`src/rtl/exec_pkg.sv`:
```
// Shared types for the execute stage: ALU opcodes, forwarding selects and
// multiplier FSM states.
package exec_pkg;

    typedef enum logic [2:0] {
        ALU_ADD  = 3'b000,
        ALU_SUB  = 3'b001,
        ALU_AND  = 3'b010,
        ALU_OR   = 3'b011,
        ALU_XOR  = 3'b100,
        ALU_SLT  = 3'b101,
        ALU_MUL  = 3'b110,
        ALU_SLTU = 3'b111
    } alu_op_t;

    typedef enum logic [1:0] {
        FWD_REG = 2'b00,
        FWD_W   = 2'b01,
        FWD_M   = 2'b10
    } fwd_sel_t;

    typedef enum logic [1:0] {
        IDLE = 2'b00,
        BUSY = 2'b01,
        DONE = 2'b10
    } mul_state_t;

    localparam int MUL_CNT_W = 5;

endpackage

```
`src/rtl/exec_mul_iter.sv`:
```
// Radix-2 shift-add multiplier producing the low word_width bits of a*b.
// Iteration 0 is folded into the start edge so the stage is stalled for
// exactly word_width cycles and the product is presented in DONE.
module exec_mul_iter
    import exec_pkg::*;
#(
    parameter int word_width = 32
)
(
    input  logic                  clk,
    input  logic                  rst,
    input  logic                  start,
    input  logic [word_width-1:0] a,
    input  logic [word_width-1:0] b,
    output logic                  busy,
    output logic                  done,
    output logic [word_width-1:0] product
);

    localparam logic [MUL_CNT_W-1:0] CNT_LAST = MUL_CNT_W'(word_width - 1);

    mul_state_t              state_r;
    logic [MUL_CNT_W-1:0]    cnt_r;
    logic [word_width-1:0]   acc_r;
    logic [word_width-1:0]   mcand_r;
    logic [word_width-1:0]   mplier_r;

    // FSM, iteration counter and shift-add datapath
    always_ff @(posedge clk or posedge rst) begin
        if (rst) begin
            state_r  <= IDLE;
            cnt_r    <= '0;
            acc_r    <= '0;
            mcand_r  <= '0;
            mplier_r <= '0;
        end else begin
            case (state_r)
                IDLE: begin
                    if (start) begin
                        acc_r    <= b[0] ? a : '0;
                        mcand_r  <= {a[word_width-2:0], 1'b0};
                        mplier_r <= {1'b0, b[word_width-1:1]};
                        cnt_r    <= {{(MUL_CNT_W-1){1'b0}}, 1'b1};
                        state_r  <= BUSY;
                    end else begin
                        state_r  <= IDLE;
                    end
                end
                BUSY: begin
                    acc_r    <= acc_r + (mplier_r[0] ? mcand_r : '0);
                    mcand_r  <= {mcand_r[word_width-2:0], 1'b0};
                    mplier_r <= {1'b0, mplier_r[word_width-1:1]};
                    if (cnt_r == CNT_LAST) begin
                        cnt_r   <= '0;
                        state_r <= DONE;
                    end else begin
                        cnt_r   <= cnt_r + {{(MUL_CNT_W-1){1'b0}}, 1'b1};
                    end
                end
                DONE: begin
                    state_r <= IDLE;
                end
                default: begin
                    state_r <= IDLE;
                    cnt_r   <= '0;
                end
            endcase
        end
    end

    // The start cycle itself must stall, otherwise the mul would leave E
    assign busy    = (state_r == BUSY) | ((state_r == IDLE) & start & ~rst);
    assign done    = (state_r == DONE);
    assign product = acc_r;

endmodule

```
`src/rtl/execute_stage.sv`:
```
// RISC-V execute stage: forwarding muxes, ALU, branch resolution, EX/MEM register.
// Define EXECUTE_MUL_EN to build the iterative multiplier for ALU op 110.
module execute_stage
    import exec_pkg::*;
#(
    parameter int word_width = 32
)
(
    input  logic                  clk,
    input  logic                  reset,
    input  logic                  RegWriteE,
    input  logic [1:0]            ResultSrcE,
    input  logic [1:0]            MemWriteE,
    input  logic                  JumpE,
    input  logic                  BranchE,
    input  logic [2:0]            ALUControlE,
    input  logic                  ALUSrcE,
    input  logic [word_width-1:0] RD1E,
    input  logic [word_width-1:0] RD2E,
    input  logic [word_width-1:0] ImmExtE,
    input  logic [4:0]            RdE,
    input  logic [word_width-1:0] PCE,
    input  logic [word_width-1:0] PCPlus4E,
    input  logic [1:0]            ForwardAE,
    input  logic [1:0]            ForwardBE,
    input  logic [word_width-1:0] ResultW,
    output logic                  PCSrcE,
    output logic [word_width-1:0] PCTargetE,
    output logic                  StallMulE,
    output logic                  RegWriteM,
    output logic [1:0]            ResultSrcM,
    output logic [1:0]            MemWriteM,
    output logic [word_width-1:0] ALUResultM,
    output logic [word_width-1:0] WriteDataM,
    output logic [word_width-1:0] PCPlus4M,
    output logic [4:0]            RdM
);

    logic [word_width-1:0] src_a_s;
    logic [word_width-1:0] write_data_s;
    logic [word_width-1:0] src_b_s;
    logic [word_width-1:0] alu_result_s;
    logic [word_width-1:0] mul_result_s;
    logic                  zero_s;
    logic                  stall_s;

    function automatic logic [word_width-1:0] fwd_pick(
        input logic [1:0]            sel,
        input logic [word_width-1:0] reg_val,
        input logic [word_width-1:0] w_val,
        input logic [word_width-1:0] m_val
    );
        logic [word_width-1:0] r;
        case (sel)
            FWD_W:   r = w_val;
            FWD_M:   r = m_val;
            default: r = reg_val;
        endcase
        return r;
    endfunction

    assign src_a_s      = fwd_pick(ForwardAE, RD1E, ResultW, ALUResultM);
    assign write_data_s = fwd_pick(ForwardBE, RD2E, ResultW, ALUResultM);
    assign src_b_s      = ALUSrcE ? ImmExtE : write_data_s;

`ifdef EXECUTE_MUL_EN
    logic                  mul_start_s;
    logic                  mul_done_s;
    logic [word_width-1:0] mul_product_s;

    assign mul_start_s = (ALUControlE == ALU_MUL);

    exec_mul_iter #(.word_width(word_width)) u_mul (
        .clk     (clk),
        .rst     (reset),
        .start   (mul_start_s),
        .a       (src_a_s),
        .b       (src_b_s),
        .busy    (stall_s),
        .done    (mul_done_s),
        .product (mul_product_s)
    );

    assign mul_result_s = mul_done_s ? mul_product_s : '0;
`else
    assign stall_s      = 1'b0;
    assign mul_result_s = '0;
`endif

    // ALU operation select
    always_comb begin
        alu_result_s = '0;
        case (ALUControlE)
            ALU_ADD:  alu_result_s = src_a_s + src_b_s;
            ALU_SUB:  alu_result_s = src_a_s - src_b_s;
            ALU_AND:  alu_result_s = src_a_s & src_b_s;
            ALU_OR:   alu_result_s = src_a_s | src_b_s;
            ALU_XOR:  alu_result_s = src_a_s ^ src_b_s;
            ALU_SLT:  alu_result_s = {{(word_width-1){1'b0}},
                                      ($signed(src_a_s) < $signed(src_b_s))};
            ALU_SLTU: alu_result_s = {{(word_width-1){1'b0}}, (src_a_s < src_b_s)};
            ALU_MUL:  alu_result_s = mul_result_s;
            default:  alu_result_s = '0;
        endcase
    end

    assign zero_s    = (alu_result_s == '0);
    assign PCSrcE    = (BranchE & zero_s) | JumpE;
    assign PCTargetE = PCE + ImmExtE;
    assign StallMulE = stall_s;

    // EX/MEM pipeline register; a stalled edge inserts an all-zero bubble
    always_ff @(posedge clk or posedge reset) begin
        if (reset) begin
            RegWriteM  <= 1'b0;
            ResultSrcM <= 2'b00;
            MemWriteM  <= 2'b00;
            ALUResultM <= '0;
            WriteDataM <= '0;
            PCPlus4M   <= '0;
            RdM        <= 5'd0;
        end else if (stall_s) begin
            RegWriteM  <= 1'b0;
            ResultSrcM <= 2'b00;
            MemWriteM  <= 2'b00;
            ALUResultM <= '0;
            WriteDataM <= '0;
            PCPlus4M   <= '0;
            RdM        <= 5'd0;
        end else begin
            RegWriteM  <= RegWriteE;
            ResultSrcM <= ResultSrcE;
            MemWriteM  <= MemWriteE;
            ALUResultM <= alu_result_s;
            WriteDataM <= write_data_s;
            PCPlus4M   <= PCPlus4E;
            RdM        <= RdE;
        end
    end

endmodule

```
`config.mk`:
```
export PLATFORM = sky130hd
export DESIGN_NAME = execute_stage
export DESIGN_NICKNAME = d
export VERILOG_FILES = /design/src/rtl/exec_pkg.sv /design/src/rtl/exec_mul_iter.sv /design/src/rtl/execute_stage.sv
export SDC_FILE = /design/constraint.sdc
export NUM_CORES = 1
export LEC_CHECK = 0
export ABC_AREA = 1
export CAP_MARGIN = 20
export CORE_MARGIN = 2
export CORE_UTILIZATION = 45
export DETAILED_ROUTE_END_ITERATION = 16
export GPL_ROUTABILITY_DRIVEN = 0
export PLACE_DENSITY = 0.89
export SETUP_SLACK_MARGIN = 0.1
export SYNTH_ARGS = -nofsm -noshare
export SYNTH_HDL_FRONTEND = slang
export SYNTH_SLANG_ARGS = --single-unit
```
`constraint.sdc`:
```
create_clock -name clk -period 4.6 [get_ports clk]
set_input_delay 0.69 -clock clk [delete_from_list [all_inputs] [get_ports clk]]
set_output_delay 0.69 -clock clk [all_outputs]
set_load 0.03 [all_outputs]
```
==> impl_metrics.json, run 1 <==
{
  "status": "stopped before the end",
  "ys_ff_latch": 106,
  "synth_area_leaders": "dfrtp_1, nand2_1, ha_1",
  "syn-mean-instance-area_um2": 6.406,
  "syn-cell-area_mm2": 0.01231,
  "synth_nets": 2271,
  "error": "[ERROR GRT-0232] Routing congestion too high. Check the congestion heatmap in the GUI.",
  "root_buffer": "clkbuf_16",
  "fp.dieW_um": 169.4,
  "preCtsSetupSlack_ns": -1.211,
  "std_cell_rows": 60,
  "grt_max_degree": 64,
  "initial_core_util_pct": 45.81,
  "die_h_um": 169.4,
  "synthCells": 1922,
  "synth_top_cell_area_share_pct": 21.54,
  "synth_top_area_cell": "dfrtp_1",
  "synth_edf_count": 0,
  "htreeDepth": 3,
  "grt_remaining_overflow": 6,
  "failing_step": "5_1_grt",
  "ios": 354,
  "synth_warnings": 0,
  "dp_hpwl_um": 52020,
  "cts_hold_buf": 0,
  "ys.flop_type": "dfrtp_1",
  "cts_buffers": 9,
  "cts_sinks": 106,
  "port_buffers": 352,
  "synth_cell_type_count": 48,
  "ys_async_sr_fraction_pct": 100.0,
  "cts_max_path_buffers": 2,
  "yosysSeqAreaShare_pct": 21.54,
  "grt_usage_pct": 72.72
}
through the flow:
stage          util [%]  cell area (µm²)  cells  hold slack (ns)
2_1_floorplan         -            12330   1922           0.7214
3_3_place_gp      70.68            19000   2937           0.7216
3_5_place_dp      70.68            19000   2937           0.7269
4_1_cts           77.09            20720   3014           0.7416
what timing repair did:
item / in CTS
resized for setup: 304
endpoints found under the hold margin: 0
cloned: 2
setup buffers: 59
pin swaps: 71
setup endpoints to repair: 7
layer usage:
layer	GRT overflow	GRT usage [%]
met1	1	70.03
met2	2	89.05
met4	2	67.89
met3	1	62.29
met5	0	45.22
synthesized netlist by cell type (4+ instances only):
cell,count
nand2_1,468
inv_1,311
nor2_1,161
nand3_1,146
a21oi_1,143
ha_1,132
o21ai_0,115
dfrtp_1,106
a221o_1,48
clkbuf_1,33
inv_2,26
xor2_1,20
o22ai_1,18
buf_2,16
nor2_2,16
nor3_1,15
o21bai_1,15
nand4_1,14
buf_4,12
xnor2_1,12
a21oi_2,9
a221oi_1,9
nand2_2,9
o21a_1,8
nand3_2,7
o21ai_1,7
nor2_4,5
a21o_1,4
buf_6,4
cells by family after synthesis:
logic type               synth area share [%]
AO/OA/AOI/OAI                           19.75
flip-flops                              21.54
buffers and inverters                   13.10
XOR/XNOR                                2.276
other                                 0.03046
AND/OR/NAND/NOR                         29.40
adder cells (fa/ha/maj)                 13.90
==> run 2, diff against run 1 <==
Settings changed: CORE_UTILIZATION 45 to 40, PLACE_DENSITY 0.89 to default, PLACE_DENSITY_LB_ADDON from default to 0.15, SETUP_SLACK_MARGIN 0.1 to default.
Clock period 4.6 ns to 6 ns, I/O delays scaled along.
==> run 2 against run 1 <==
Net effect: the flow now finishes without violations; area after synthesis did not move; synthesized cell count unchanged.
==> impl_metrics.json, run 2 <==
{
  "via_per_inst": 5.452,
  "crit_path_start_kind": "primary input",
  "min-delay-path-class": "flop to flop",
  "synthMuxAreaShare_pct": 0,
  "drc": 0,
  "cts_tree": "done",
  "p_sw_share_pct": 47.89,
  "cp_slowest_cell": "clkdlybuf4s50_1",
  "first_pass_iters": 8,
  "nFillCells": 2846,
  "cts_hold_buf": 0,
  "ant_nets": 0,
  "path_buf_inv": 9,
  "grt_max_degree": 60,
  "cts_buffers": 9,
  "synth_area_leaders": "dfrtp_1, nand2_1, ha_1",
  "rrSetupSlack_ns": 2.63,
  "maxCapViolations": 0,
  "p_total_mw": 4.633,
  "fmax_mhz": 170.2,
  "clkPwrFrac_pct": 13.1,
  "fin_nets": 2821,
  "finalCritPeriodShare_pct": 97.92,
  "setup_viol": 0,
  "synth_warnings": 0,
  "fp.dieW_um": 179.5,
  "core_area_mm2": 0.03043,
  "status": "complete, no violations",
  "synth_compound_area_share_pct": 19.75,
  "crit_start": "ForwardAE[0]",
  "cp.arrival_ns": 4.98,
  "finalCriticalPeriod_ns": 5.875,
  "drtIter0Drc": 1610,
  "wl_um": 57840,
  "yosys.area_share.simple_pct": 29.40,
  "dpl-instance-area_mm2": 0.01790,
  "initial_core_util_pct": 40.46,
  "p_leak_nw": 9.520,
  "final_cell_mix": "nand2_1, clkdlybuf4s50_1, inv_1, buf_4, nor2_1",
  "cp.required_ns": 5.10,
  "grt_pass1_vias": 14950,
  "setup.worst_path.end": "PCSrcE",
  "cts_sinks": 106,
  "critical_path.top_delay_family": "buffers and inverters",
  "yosysSeqAreaShare_pct": 21.54,
  "r2r-start": "ALUResultM[0]$_DFF_PP0_",
  "htreeDepth": 3,
  "hold_ws_ns": 0.6840,
  "synth_nets": 2271,
  "root_buffer": "clkbuf_16",
  "synthAdderAreaFrac_pct": 13.90,
  "comb_power_share_pct": 68.1,
  "port_buffers": 352,
  "ys_ff_latch": 106,
  "synthCells": 1922,
  "crit_fanout": 7,
  "routedWlPerCell_um": 20.10,
  "antenna_found_initial": 5,
  "fin_util_pct": 61.75,
  "die_h_um": 179.5,
  "worst_r2r_endpoint": "ALUResultM[26]$_DFF_PP0_",
  "vias": 15690,
  "ios": 354,
  "synth_edf_count": 0,
  "synth_top_area_cell": "dfrtp_1",
  "clock_latency_ns": 0.38,
  "ys.flop_type": "dfrtp_1",
  "max_slew_margin_pct": 43.27,
  "synth_cell_type_count": 48,
  "synth-xor-area-share_pct": 2.276,
  "syn-mean-instance-area_um2": 6.406,
  "clk_pin_slew_ns": 0.08,
  "top_regs": "ALUResultM x32, PCPlus4M x32, WriteDataM x32",
  "synth_common_cells": "nand2_1, inv_1, nor2_1, nand3_1, a21oi_1",
  "std_cell_rows": 64,
  "fin_skew_ns": 0.01505,
  "postLayoutCellArea_mm2": 0.01879,
  "fp.dieArea_mm2": 0.03220,
  "grt_remaining_overflow": 0,
  "drive_above_1_share_pct": 17.97,
  "cts_max_path_buffers": 2,
  "syn_to_final_growth_pct": 52.60,
  "synth_top_cell_area_share_pct": 21.54,
  "hold_violations": 0,
  "power.density_mw_per_mm2": 246.6,
  "ir_worst_vdd_v": 0.0001583,
  "ff2ff_path_depth": 24,
  "cpMostUsedCell": "nand2_1",
  "report.final.slew_viol_count": 0,
  "internal-power_mw": 2.414,
  "criticalPathCategory": "primary input to primary output",
  "grt_pass1_wl_um": 85630,
  "ys_async_sr_fraction_pct": 100.0,
  "layout_commonest_cell": "nand2_1",
  "syn-cell-area_mm2": 0.01231,
  "post-synth-top-count-cell": "nand2_1",
  "grt_usage_pct": 34.22,
  "power.switching_mw": 2.219,
  "power_frac_seq_pct": 18.8,
  "tightest_slew_ns": 0.8500,
  "dp_hpwl_um": 48130,
  "synth_top_family_by_area": "simple AND/OR/NAND/NOR gates",
  "critPathCaptureType": "primary output",
  "max_stage_delay_ns": 0.50,
  "critical_path_depth": 27
}
[run 2: cell counts after synthesis]
No cell type changed its count.
[run 2: cell type report]
cell class	count	area, µm²	area share, %
clock inverters	7	70.07	0.3729
well taps	396	495.5	2.637
repair buffers	605	5512	29.33
flip-flops and latches	106	2653	14.12
diodes	5	12.51	0.06659
inverters	338	1271	6.766
clock buffers	9	225.2	1.199
multi-input cells	1412	8551	45.51
[run 2: how the worst min path moves through the flow]
| stage | slack [ns] | from | cells past startpoint | to |
|---|---|---|---|---|
| CTS | 0.67 | ALUResultM[30]$_DFF_PP0_ | 2 | WriteDataM[30]$_DFF_PP0_ |
| global placement | 0.66 | ALUResultM[30]$_DFF_PP0_ | 2 | WriteDataM[30]$_DFF_PP0_ |
| detailed placement | 0.65 | ALUResultM[30]$_DFF_PP0_ | 2 | WriteDataM[30]$_DFF_PP0_ |
| global route | 0.71 | ALUResultM[17]$_DFF_PP0_ | 2 | WriteDataM[17]$_DFF_PP0_ |
| finish | 0.68 | ALUResultM[17]$_DFF_PP0_ | 2 | WriteDataM[17]$_DFF_PP0_ |
| floorplan | 0.77 | ALUResultM[3]$_DFF_PP0_ | 2 | WriteDataM[3]$_DFF_PP0_ |
[run 2: metrics by stage]
stage / std cells / setup WS, ns / setup TNS, ns
final: 2878 / 0.1249 / 0
after global routing: 2878 / -0.09712 / -0.09712
after CTS: 2867 / 0.004547 / 0
after detailed placement: 2849 / -0.09146 / -0.09146
after global placement: 2849 / -0.07965 / -0.07965
after floorplan: 1922 / 0.8058 / 0
[run 2: worst min-delay path, delay by kind of cell (launching register included)]
family	cells	cell delay, ns
flip-flops	1	0.40
AO/OA/AOI/OAI	2	0.25
[run 2: per-layer routing]
layer / share of wire [%] / track usage [%] / up-vias
li1: - / - / 7357
met1: 40 / 42.76 / 7325
met2: 48 / 59.03 / 878
met3: 8.3 / 5.875 / 130
met4: 3.7 / 12.59 / 0
met5: 0 / 0 / -
[run 2: cells by family (layout without fill, tap and decap cells)]
| kind of cell | Yosys count | in the layout |
|---|---|---|
| fa+ha+maj | 135 | 135 |
| xor+xnor | 32 | 32 |
| buf+inv | 404 | 959 |
| simple gates | 850 | 850 |
| compound gates | 394 | 394 |
| flops | 106 | 106 |
| other cells | 1 | 6 |
[run 2: timing repair]
item	4_1_cts	5_1_grt
gates resized for setup	15	130
setup buffers	2	6
pin swaps	1	13
endpoints found under the setup margin	1	1
[run 2: power by group through the flow]
stage	clock (mW)	sequential, mW	combinational (mW)
after floorplan	0	1.04	1.42
after global placement	0	0.881	2.90
after detailed placement	0	0.882	2.92
after CTS	0.616	0.868	2.95
after global routing	0.643	0.877	3.37
final	0.608	0.872	3.15
Power figures use the tool's default switching activity.
